[src/rtl/mem_controller_if.sv]
// Bundles the LSU-side and memory-side buses of mem_controller.
// The master modport is the controller's view; slave is the LSUs plus memory.
interface mem_controller_if #(
  parameter int ADDR_BITS     = 8,
  parameter int DATA_BITS     = 8,
  parameter int NUM_CONSUMERS = 4,
  parameter int NUM_CHANNELS  = 1
);
  logic [NUM_CONSUMERS-1:0]           consumer_read_valid;
  logic [NUM_CONSUMERS*ADDR_BITS-1:0] consumer_read_address;
  logic [NUM_CONSUMERS-1:0]           consumer_read_ready;
  logic [NUM_CONSUMERS*DATA_BITS-1:0] consumer_read_data;
  logic [NUM_CONSUMERS-1:0]           consumer_write_valid;
  logic [NUM_CONSUMERS*ADDR_BITS-1:0] consumer_write_address;
  logic [NUM_CONSUMERS*DATA_BITS-1:0] consumer_write_data;
  logic [NUM_CONSUMERS-1:0]           consumer_write_ready;
  logic [NUM_CHANNELS-1:0]            mem_read_valid;
  logic [NUM_CHANNELS*ADDR_BITS-1:0]  mem_read_address;
  logic [NUM_CHANNELS-1:0]            mem_read_ready;
  logic [NUM_CHANNELS*DATA_BITS-1:0]  mem_read_data;
  logic [NUM_CHANNELS-1:0]            mem_write_valid;
  logic [NUM_CHANNELS*ADDR_BITS-1:0]  mem_write_address;
  logic [NUM_CHANNELS*DATA_BITS-1:0]  mem_write_data;
  logic [NUM_CHANNELS-1:0]            mem_write_ready;

  modport master (
    input  consumer_read_valid, consumer_read_address,
    input  consumer_write_valid, consumer_write_address, consumer_write_data,
    input  mem_read_ready, mem_read_data, mem_write_ready,
    output consumer_read_ready, consumer_read_data, consumer_write_ready,
    output mem_read_valid, mem_read_address,
    output mem_write_valid, mem_write_address, mem_write_data
  );

  modport slave (
    output consumer_read_valid, consumer_read_address,
    output consumer_write_valid, consumer_write_address, consumer_write_data,
    output mem_read_ready, mem_read_data, mem_write_ready,
    input  consumer_read_ready, consumer_read_data, consumer_write_ready,
    input  mem_read_valid, mem_read_address,
    input  mem_write_valid, mem_write_address, mem_write_data
  );
endinterface

[src/rtl/mem_controller.sv]
// Arbitrates NUM_CONSUMERS LSU ports onto NUM_CHANNELS memory channels, one FSM per channel.
// MEM_CTRL_RR_EN selects round-robin arbitration; otherwise lowest consumer index wins.
module mem_controller #(
  parameter int ADDR_BITS     = 8,
  parameter int DATA_BITS     = 8,
  parameter int NUM_CONSUMERS = 4,
  parameter int NUM_CHANNELS  = 1
) (
  input logic              clk,
  input logic              reset,
  mem_controller_if.master bus
);
  localparam int IW = (NUM_CONSUMERS > 1) ? $clog2(NUM_CONSUMERS) : 1;
  localparam int A  = ADDR_BITS;
  localparam int D  = DATA_BITS;

  typedef enum logic [2:0] {
    IDLE, READ_WAITING, WRITE_WAITING, READ_RELAYING, WRITE_RELAYING
  } state_t;

  state_t                 state     [NUM_CHANNELS];
  state_t                 state_nxt [NUM_CHANNELS];
  logic [IW-1:0]          idx       [NUM_CHANNELS];
  logic [IW-1:0]          idx_nxt   [NUM_CHANNELS];
  logic [NUM_CONSUMERS-1:0] busy, busy_nxt;

  logic [NUM_CONSUMERS-1:0]   c_rd_rdy,  c_rd_rdy_nxt;
  logic [NUM_CONSUMERS*D-1:0] c_rd_data, c_rd_data_nxt;
  logic [NUM_CONSUMERS-1:0]   c_wr_rdy,  c_wr_rdy_nxt;
  logic [NUM_CHANNELS-1:0]    m_rd_vld,  m_rd_vld_nxt;
  logic [NUM_CHANNELS*A-1:0]  m_rd_addr, m_rd_addr_nxt;
  logic [NUM_CHANNELS-1:0]    m_wr_vld,  m_wr_vld_nxt;
  logic [NUM_CHANNELS*A-1:0]  m_wr_addr, m_wr_addr_nxt;
  logic [NUM_CHANNELS*D-1:0]  m_wr_data, m_wr_data_nxt;

`ifdef MEM_CTRL_RR_EN
  logic [IW-1:0] rr_ptr, rr_ptr_nxt;
`endif

  assign bus.consumer_read_ready  = c_rd_rdy;
  assign bus.consumer_read_data   = c_rd_data;
  assign bus.consumer_write_ready = c_wr_rdy;
  assign bus.mem_read_valid       = m_rd_vld;
  assign bus.mem_read_address     = m_rd_addr;
  assign bus.mem_write_valid      = m_wr_vld;
  assign bus.mem_write_address    = m_wr_addr;
  assign bus.mem_write_data       = m_wr_data;

  // claim accumulates grants as channels are scanned low-to-high, hiding a
  // consumer from later channels; release is applied only at the edge so a
  // freed consumer cannot be re-granted in the same cycle.
  logic [NUM_CONSUMERS-1:0] claim, release_mask;
  logic [IW-1:0]            sel;
  logic                     found;

  always_comb begin
    state_nxt     = state;
    idx_nxt       = idx;
    c_rd_rdy_nxt  = c_rd_rdy;
    c_rd_data_nxt = c_rd_data;
    c_wr_rdy_nxt  = c_wr_rdy;
    m_rd_vld_nxt  = m_rd_vld;
    m_rd_addr_nxt = m_rd_addr;
    m_wr_vld_nxt  = m_wr_vld;
    m_wr_addr_nxt = m_wr_addr;
    m_wr_data_nxt = m_wr_data;
    claim         = busy;
    release_mask  = '0;
    sel           = '0;
    found         = 1'b0;
`ifdef MEM_CTRL_RR_EN
    rr_ptr_nxt    = rr_ptr;
`endif
    for (int c = 0; c < NUM_CHANNELS; c++) begin
      case (state[c])
        IDLE: begin
          found = 1'b0;
          for (int k = 0; k < NUM_CONSUMERS; k++) begin
`ifdef MEM_CTRL_RR_EN
            sel = IW'((int'(rr_ptr) + k) % NUM_CONSUMERS);
`else
            sel = IW'(k);
`endif
            if (!found && !claim[sel] &&
                (bus.consumer_read_valid[sel] || bus.consumer_write_valid[sel])) begin
              found        = 1'b1;
              claim[sel]   = 1'b1;
              idx_nxt[c]   = sel;
`ifdef MEM_CTRL_RR_EN
              rr_ptr_nxt   = IW'((int'(sel) + 1) % NUM_CONSUMERS);
`endif
              if (bus.consumer_read_valid[sel]) begin
                m_rd_vld_nxt[c]            = 1'b1;
                m_rd_addr_nxt[c*A +: A]    = bus.consumer_read_address[sel*A +: A];
                state_nxt[c]               = READ_WAITING;
              end else begin
                m_wr_vld_nxt[c]            = 1'b1;
                m_wr_addr_nxt[c*A +: A]    = bus.consumer_write_address[sel*A +: A];
                m_wr_data_nxt[c*D +: D]    = bus.consumer_write_data[sel*D +: D];
                state_nxt[c]               = WRITE_WAITING;
              end
            end
          end
        end
        READ_WAITING: if (bus.mem_read_ready[c]) begin
          m_rd_vld_nxt[c]                 = 1'b0;
          c_rd_rdy_nxt[idx[c]]            = 1'b1;
          c_rd_data_nxt[idx[c]*D +: D]    = bus.mem_read_data[c*D +: D];
          state_nxt[c]                    = READ_RELAYING;
        end
        WRITE_WAITING: if (bus.mem_write_ready[c]) begin
          m_wr_vld_nxt[c]      = 1'b0;
          c_wr_rdy_nxt[idx[c]] = 1'b1;
          state_nxt[c]         = WRITE_RELAYING;
        end
        READ_RELAYING: if (!bus.consumer_read_valid[idx[c]]) begin
          c_rd_rdy_nxt[idx[c]] = 1'b0;
          release_mask[idx[c]] = 1'b1;
          state_nxt[c]         = IDLE;
        end
        WRITE_RELAYING: if (!bus.consumer_write_valid[idx[c]]) begin
          c_wr_rdy_nxt[idx[c]] = 1'b0;
          release_mask[idx[c]] = 1'b1;
          state_nxt[c]         = IDLE;
        end
        default: state_nxt[c] = IDLE;
      endcase
    end
    busy_nxt = claim & ~release_mask;
  end

  always_ff @(posedge clk) begin
    if (reset) begin
      for (int c = 0; c < NUM_CHANNELS; c++) begin
        state[c] <= IDLE;
        idx[c]   <= '0;
      end
      busy      <= '0;
      c_rd_rdy  <= '0;
      c_rd_data <= '0;
      c_wr_rdy  <= '0;
      m_rd_vld  <= '0;
      m_rd_addr <= '0;
      m_wr_vld  <= '0;
      m_wr_addr <= '0;
      m_wr_data <= '0;
`ifdef MEM_CTRL_RR_EN
      rr_ptr    <= '0;
`endif
    end else begin
      state     <= state_nxt;
      idx       <= idx_nxt;
      busy      <= busy_nxt;
      c_rd_rdy  <= c_rd_rdy_nxt;
      c_rd_data <= c_rd_data_nxt;
      c_wr_rdy  <= c_wr_rdy_nxt;
      m_rd_vld  <= m_rd_vld_nxt;
      m_rd_addr <= m_rd_addr_nxt;
      m_wr_vld  <= m_wr_vld_nxt;
      m_wr_addr <= m_wr_addr_nxt;
      m_wr_data <= m_wr_data_nxt;
`ifdef MEM_CTRL_RR_EN
      rr_ptr    <= rr_ptr_nxt;
`endif
    end
  end
endmodule
[src/flat_wrapper.sv]
// flat-port wrapper written by rule: the top's interface ports become plain ports
module mem_controller_flat 
#(
  parameter int ADDR_BITS     = 8,
  parameter int DATA_BITS     = 8,
  parameter int NUM_CONSUMERS = 4,
  parameter int NUM_CHANNELS  = 1
)
  (clk, reset, bus_consumer_read_valid, bus_consumer_read_address, bus_consumer_write_valid, bus_consumer_write_address, bus_consumer_write_data, bus_mem_read_ready, bus_mem_read_data, bus_mem_write_ready, bus_consumer_read_ready, bus_consumer_read_data, bus_consumer_write_ready, bus_mem_read_valid, bus_mem_read_address, bus_mem_write_valid, bus_mem_write_address, bus_mem_write_data);
  mem_controller_if #(.ADDR_BITS(ADDR_BITS), .DATA_BITS(DATA_BITS), .NUM_CONSUMERS(NUM_CONSUMERS), .NUM_CHANNELS(NUM_CHANNELS)) bus_i ();
  input logic clk;
  input logic reset;
  input wire logic [$bits(bus_i.consumer_read_valid)-1:0] bus_consumer_read_valid;
  input wire logic [$bits(bus_i.consumer_read_address)-1:0] bus_consumer_read_address;
  input wire logic [$bits(bus_i.consumer_write_valid)-1:0] bus_consumer_write_valid;
  input wire logic [$bits(bus_i.consumer_write_address)-1:0] bus_consumer_write_address;
  input wire logic [$bits(bus_i.consumer_write_data)-1:0] bus_consumer_write_data;
  input wire logic [$bits(bus_i.mem_read_ready)-1:0] bus_mem_read_ready;
  input wire logic [$bits(bus_i.mem_read_data)-1:0] bus_mem_read_data;
  input wire logic [$bits(bus_i.mem_write_ready)-1:0] bus_mem_write_ready;
  output wire logic [$bits(bus_i.consumer_read_ready)-1:0] bus_consumer_read_ready;
  output wire logic [$bits(bus_i.consumer_read_data)-1:0] bus_consumer_read_data;
  output wire logic [$bits(bus_i.consumer_write_ready)-1:0] bus_consumer_write_ready;
  output wire logic [$bits(bus_i.mem_read_valid)-1:0] bus_mem_read_valid;
  output wire logic [$bits(bus_i.mem_read_address)-1:0] bus_mem_read_address;
  output wire logic [$bits(bus_i.mem_write_valid)-1:0] bus_mem_write_valid;
  output wire logic [$bits(bus_i.mem_write_address)-1:0] bus_mem_write_address;
  output wire logic [$bits(bus_i.mem_write_data)-1:0] bus_mem_write_data;
  assign bus_i.consumer_read_valid = bus_consumer_read_valid;
  assign bus_i.consumer_read_address = bus_consumer_read_address;
  assign bus_i.consumer_write_valid = bus_consumer_write_valid;
  assign bus_i.consumer_write_address = bus_consumer_write_address;
  assign bus_i.consumer_write_data = bus_consumer_write_data;
  assign bus_i.mem_read_ready = bus_mem_read_ready;
  assign bus_i.mem_read_data = bus_mem_read_data;
  assign bus_i.mem_write_ready = bus_mem_write_ready;
  assign bus_consumer_read_ready = bus_i.consumer_read_ready;
  assign bus_consumer_read_data = bus_i.consumer_read_data;
  assign bus_consumer_write_ready = bus_i.consumer_write_ready;
  assign bus_mem_read_valid = bus_i.mem_read_valid;
  assign bus_mem_read_address = bus_i.mem_read_address;
  assign bus_mem_write_valid = bus_i.mem_write_valid;
  assign bus_mem_write_address = bus_i.mem_write_address;
  assign bus_mem_write_data = bus_i.mem_write_data;
  mem_controller #(.ADDR_BITS(ADDR_BITS), .DATA_BITS(DATA_BITS), .NUM_CONSUMERS(NUM_CONSUMERS), .NUM_CHANNELS(NUM_CHANNELS)) u_core (.clk(clk), .reset(reset), .bus(bus_i));
endmodule
[config.mk]
export PLATFORM = sky130hd
export DESIGN_NAME = mem_controller_flat
export DESIGN_NICKNAME = d
export VERILOG_FILES = /design/src/rtl/mem_controller_if.sv /design/src/rtl/mem_controller.sv /design/src/flat_wrapper.sv
export SDC_FILE = /design/constraint.sdc
export NUM_CORES = 1
export LEC_CHECK = 0
export ABC_AREA = 1
export CAP_MARGIN = 20
export CORE_MARGIN = 2
export CORE_UTILIZATION = 39
export DETAILED_ROUTE_END_ITERATION = 16
export PLACE_DENSITY = 0.76
export SLEW_MARGIN = 40
export SYNTH_ARGS = -nofsm -noshare
export SYNTH_HDL_FRONTEND = slang
export SYNTH_SLANG_ARGS = --single-unit
export TNS_END_PERCENT = 20
[constraint.sdc]
create_clock -name clk -period 2 [get_ports clk]
set_clock_uncertainty 0.05 [all_clocks]
set_input_delay 0.5 -clock clk [delete_from_list [all_inputs] [get_ports clk]]
set_output_delay 0.5 -clock clk [all_outputs]
set_load 0.02 [all_outputs]
==> impl_metrics.tcl <==
set metrics [dict create \
    pwr-share-clk_pct 16.3 \
    place_area_sq_um 6600 \
    p_int_w 0.00406 \
    stdcell_area_sq_um 6950 \
    numCtsBuffers 9 \
    worst_pin_slew_ns 0.479 \
    wl_per_cell_um 16.1 \
    start_util_pct 39.8 \
    worstHoldPathCells 2 \
    synth_cell_type_count 32 \
    swShare_pct 43.9 \
    cts_tree "yes" \
    yosysSeqAreaShare_pct 35.0 \
    reg2reg_depth 7 \
    fp.dieArea_sq_um 11900 \
    start_kind "primary input" \
    detail-route-antenna-nets 0 \
    rows 38 \
    routed-via-count 5392 \
    clock_sinks 75 \
    slew_headroom_pct 67.7 \
    syn_nets 773 \
    antenna_found_initial 1 \
    core_sq_um 10800 \
    arrival_ns 2.17 \
    timing.rr.start "u_core.idx[1]" \
    wl_um 16200 \
    drv_cap 0 \
    drive_gt1_share_pct 11.9 \
    reg2reg_slack_ns 0.14 \
    cp.required_ns 2.22 \
    grt_pass1_vias 5195 \
    die-height_um 109 \
    grt_overflow 0 \
    combinationalPowerShare_pct 56.0 \
    worstPathMaxFanout 17 \
    die_width_um 109 \
    status "finished, final reports clean" \
    crit_start "bus_consumer_write_valid[2]" \
    root_buffer "clkbuf_8" \
    vias_per_cell 5.34 \
    slew_viol_final 0 \
    clk_latency_ns 0.37 \
    nNetsFinal 985 \
    p_per_area_nw_per_um2 1040 \
    ys_ff_latch 75 \
    fmax_mhz 514 \
    grt_pass1_wl_um 24800 \
    hold_viol_final 0 \
    grtUsageTotal_pct 26.4 \
    netlist_area_sq_um 4290 \
    dr.pass1.iters 5 \
    fin_crit_sh_pct 97.3 \
    synthCells 652 \
    synth_edf_count 0 \
    drc 0 \
    ir_drop_v 0.000516 \
    p_sw_w 0.00317 \
    area_growth_syn_to_layout_pct 61.7 \
    syn_avg_cell_area_sq_um 6.59 \
    synth_top_flop_cell "dfxtp_1" \
    htreeDepth 3 \
    end_kind "flip-flop" \
    gp_congestion 0.892 \
    grt_max_degree 49 \
    crit_type "in2reg" \
    io_pins 182 \
    leakagePower_nw 2.91 \
    clk_pin_slew_worst_paths_ns 0.09 \
    r2r-end "u_core.bus.consumer_read_data[16]" \
    port_buffers 181 \
    hold_path.class "reg2reg" \
    max-clock-path-buffers 2 \
    seqPwrFrac_pct 27.7 \
    worstHoldStart "u_core.bus.consumer_read_data[27]" \
    async_flop_share_pct 0 \
    finalPower_w 0.00723 \
    setup_viol 0 \
    dp_hpwl_um 11700 \
    hold_buffers 0 \
    rsz0062_at_grt "yes" \
    yosysWarnings 0 \
    period_minus_slack_ns 1.95 \
    drtIter0Drc 363 \
    hold_end "u_core.bus.consumer_read_data[27]" \
]
## layout by cell type (no fill, tap or decap), drive strengths merged, types with 2 or more instances in the layout
master	instances
a221oi	2
clkinv	4
a31oi	5
a211oi	4
dfxtp	75
or3	8
or2	2
nand3	41
clkbuf	11
o21a	16
nor3	6
a21oi	78
ha	5
nand2	166
inv	67
nor2	27
buf	56
or4	9
o21ai	80
dlymetal6s2s	5
o211ai	9
nand4	17
clkdlybuf4s50	175
## worst max-delay path by stage
stage / to / depth (start not counted)
5_1_grt: u_core.state[0] / 14
6_report: u_core.bus.mem_write_address[0] / 10
4_1_cts: u_core.bus.mem_write_data[2] / 12
3_3_place_gp: u_core.bus.mem_read_valid / 13
2_1_floorplan: u_core.bus.consumer_read_data[12] / 9
3_5_place_dp: u_core.bus.mem_read_address[3] / 10
## worst max-delay path: stages
cell             delay [ns]
clkdlybuf4s50_1        0.45
inv_1                  0.06
nand2_1                0.10
nand4_1                0.24
inv_1                  0.16
nand2_2                0.10
buf_12                 0.16
o21ai_0                0.17
a21oi_1                0.07
o21a_1                 0.17
## cell type report
type | count | area (sq um)
fill | 943 | 3850
timing repair buffer | 238 | 2380
tap | 140 | 175
sequential | 75 | 1500
clock buffer | 9 | 124
inverter | 65 | 249
multi-input combinational | 475 | 2450
antenna | 1 | 2.50
clock inverter | 7 | 67.6
## stage by stage
step	TNS, ns	setup WS [ns]	std cells	hold WS [ns]	utilization [%]
CTS	-0.0504	-0.0187	1007	0.410	63.0
global route	-0.386	-0.0569	1010	0.436	64.4
detailed placement	-15.07	-0.477	990	0.397	61.1
finish	0	0.0535	1010	0.406	64.4
global placement	-12.23	-0.375	990	0.396	61.1
floorplan	0	0.0161	652	0.402	-
## kinds of logic (layout without fill, tap and decap cells)
logic type / count (synthesis) / in the layout / synth area share [%]
buffers and inverters: 102 / 319 / 9.88
AO/OA/AOI/OAI: 194 / 194 / 24.6
adder cells (fa/ha/maj): 5 / 5 / 1.46
flip-flops: 75 / 75 / 35.0
other: 0 / 1 / 0
AND/OR/NAND/NOR: 276 / 276 / 29.1
## what timing repair did
action | in CTS | in global routing
cloned | 0 | 2
endpoints found under the setup margin | 25 | 36
setup buffers | 1 | 0
pin swaps | 2 | 7
gates resized for setup | 2 | 41
## per-layer routing
metal / share of wire [%] / GRT usage (%) / vias to the layer above
met1: 40 / 31.7 / 2457
met4: 3.0 / 11.4 / 0
li1: - / - / 2627
met5: 0 / 0 / -
met2: 47 / 45.0 / 268
met3: 10 / 5.98 / 40
## cell usage after synthesis (5+ instances only)
library cell	number	share of area [%]
or4_1	9	1.6
a31oi_1	5	0.73
o21ai_0	79	9.2
inv_1	58	5.1
nor2_1	22	1.9
o211ai_1	9	1.6
clkbuf_1	25	2.2
dfxtp_1	75	35
ha_1	5	1.5
o21a_1	16	2.8
buf_2	7	0.82
nand2_1	162	14
or3_1	8	1.2
a21oi_1	78	9.1
nand4_1	17	2.5
nand3_1	41	4.8
## power by group through the flow
stage                     logic [W]  clock network, W  registers, W
after floorplan             0.00199                 0       0.00229
after global placement      0.00376                 0       0.00202
after detailed placement    0.00385                 0       0.00203
after CTS                   0.00389           0.00118       0.00200
after global routing        0.00446           0.00126       0.00204
final                       0.00405           0.00118       0.00200
Power figures use the tool's default switching activity.
==> variant, RTL diff (config.mk and constraints unchanged) <==
`NUM_CONSUMERS` is set to 4 in 3 places; all go to 2.
--- a/src/rtl/mem_controller_if.sv
+++ b/src/rtl/mem_controller_if.sv
@@ -3,7 +3,7 @@
 interface mem_controller_if #(
   parameter int ADDR_BITS     = 8,
   parameter int DATA_BITS     = 8,
-  parameter int NUM_CONSUMERS = 4,
+  parameter int NUM_CONSUMERS = 2,
   parameter int NUM_CHANNELS  = 1
 );
   logic [NUM_CONSUMERS-1:0]           consumer_read_valid;
--- a/src/rtl/mem_controller.sv
+++ b/src/rtl/mem_controller.sv
@@ -3,7 +3,7 @@
 module mem_controller #(
   parameter int ADDR_BITS     = 8,
   parameter int DATA_BITS     = 8,
-  parameter int NUM_CONSUMERS = 4,
+  parameter int NUM_CONSUMERS = 2,
   parameter int NUM_CHANNELS  = 1
 ) (
   input logic              clk,
--- a/src/flat_wrapper.sv
+++ b/src/flat_wrapper.sv
@@ -3,7 +3,7 @@
 #(
   parameter int ADDR_BITS     = 8,
   parameter int DATA_BITS     = 8,
-  parameter int NUM_CONSUMERS = 4,
+  parameter int NUM_CONSUMERS = 2,
   parameter int NUM_CHANNELS  = 1
 )
   (clk, reset, bus_consumer_read_valid, bus_consumer_read_address, bus_consumer_write_valid, bus_consumer_write_address, bus_consumer_write_data, bus_mem_read_ready, bus_mem_read_data, bus_mem_write_ready, bus_consumer_read_ready, bus_consumer_read_data, bus_consumer_write_ready, bus_mem_read_valid, bus_mem_read_address, bus_mem_write_valid, bus_mem_write_address, bus_mem_write_data);
Ports: changed (8 resized); port bits go from 182 to 110. The function was not compared with the original's and may differ.
==> variant against the unedited design <==
Power down 39%; cell area down 44%; die area down 42%; sequential cell count down 23; cell count down 45%; area after synthesis down 44%; count of clock-buffer cells in the layout down 4; synthesized cell count down 45%; setup slack better by 0.088 ns; routed wire length down 57%; critical path type is now register to primary output; largest cell class is now buffers; highest routed layer unchanged.
==> variant: results (changes against the unedited design) <==
Total Wirelength=7031 µm (was 16,240 µm); placed cell count=549 (was 990); global-route wire length before repair=11,610 µm (was 24,780 µm); Slew headroom=0.5596 (was 0.6772); initial antenna violation count=0 (was 1); post-CTS setup buffer count=0 (was 1); Clk power=0.826 mW (was 1.18 mW); Comb pwr share=0.487 (was 0.560); met2 usage=0.3541 (was 0.4503); clock slew at reported path FFs=0.09 ns (about the same); DPL Wire Length=5378 µm (was 11,690 µm); n_diodes=0 (was 1); post-synthesis cell type count=23 (was 32); Vias/cell=4.937 (was 5.339); Filler Cell Count=563 (was 943); met2 WL=3411 µm (was 7591 µm); First-pass DRT Iterations=4 (was 5); worst slack at placement=-0.1618 ns (was -0.4769 ns); switching part of the total power=0.3783 (was 0.4386); DP Area=3735 µm² (was 6599 µm²); worst endpoint data arrival time=1.31 ns (was 2.17 ns); WL met3=565 µm (was 1633 µm); Area contributors post-synth=dfxtp_1 43%, nand2_1 16%, nand3_1 9.1% (was dfxtp_1 35%, nand2_1 14%, o21ai_0 9.2%); Metal-1 WL=2959 µm (was 6522 µm); Synthesized Nets=423 (was 773); Seq/Total Area, Yosys=0.4295 (was 0.3497); top cell type's share of synthesized area=0.4295 (was 0.3497); I/O Buffers=109 (was 181); number of buffers created by CTS=5 (was 9); largest net degree at the start of global routing=31 (was 49); status=finished clean (unchanged); Final setup viols=0 (unchanged); vias in the first global route=2,589 (was 5,195); # resized after CTS=0 (was 2); Final Wtd Congestion=0.8015 (was 0.8918); Pwr Total=4.414 mW (was 7.228 mW); Total GRT Usage=0.2000 (was 0.2639); Post-Syn Instances=359 (was 652); Leakage Power=1.573 nW (was 2.912 nW); clock latency on the worst-skew pair=0.30 ns (was 0.37 ns); CP peak stage delay=0.63 ns (was 0.45 ns); layout cells sized above 1=0.09356 (was 0.1185); grt met1 use=0.2307 (was 0.3171); Worst R2R Path Depth=9 (was 7); met3 global-route usage=0.07157 (was 0.05977); H-tree levels=2 (was 3); Synth top cells by count=104 x nand2_1, 52 x dfxtp_1, 48 x nor2_1 (was 162 x nand2_1, 79 x o21ai_0, 78 x a21oi_1); wire per inst=12.65 µm (was 16.08 µm); share of flip-flops with an asynchronous set or reset=0 (unchanged); worst-path fanout max=4 (was 17); Worst VDD drop=0.0005049 V (was 0.0005161 V)
[variant: area by class of cell]
type	instances	area, µm²	share of cell area
repair buffers	131	1294	0.3348
multi-input cells	267	1216	0.3148
flip-flops and latches	52	1041	0.2694
well taps	75	93.84	0.02429
inverters	24	90.09	0.02332
clock buffers	5	68.82	0.01781
clock inverters	2	60.06	0.01554
[variant: worst register-to-register path, cell delays in order (launching register included)]
cell and delay, ns:
dfxtp_1 0.41, inv_1 0.35, nand2_1 0.10, nand2_1 0.07, nor2_1 0.05, nor2_1 0.11, nand2_1 0.06, nor2_1 0.13
nand2_1 0.09, a21oi_1 0.12
[variant: final timing paths]
kind                             startpoint                      end  slack, ns
max          u_core.bus.mem_read_address[6]  bus_mem_read_address[6]       0.14
min                                register                 register       0.40
max reg2reg                      u_core.idx          u_core.state[1]       0.40
min reg2reg                        register                 register       0.40
[variant: cell families after synthesis]
logic type      Yosys count  share of synthesized area
simple gates            210                     0.3655
buf+inv                  40                    0.07072
compound gates           57                     0.1342
flops                    52                     0.4295
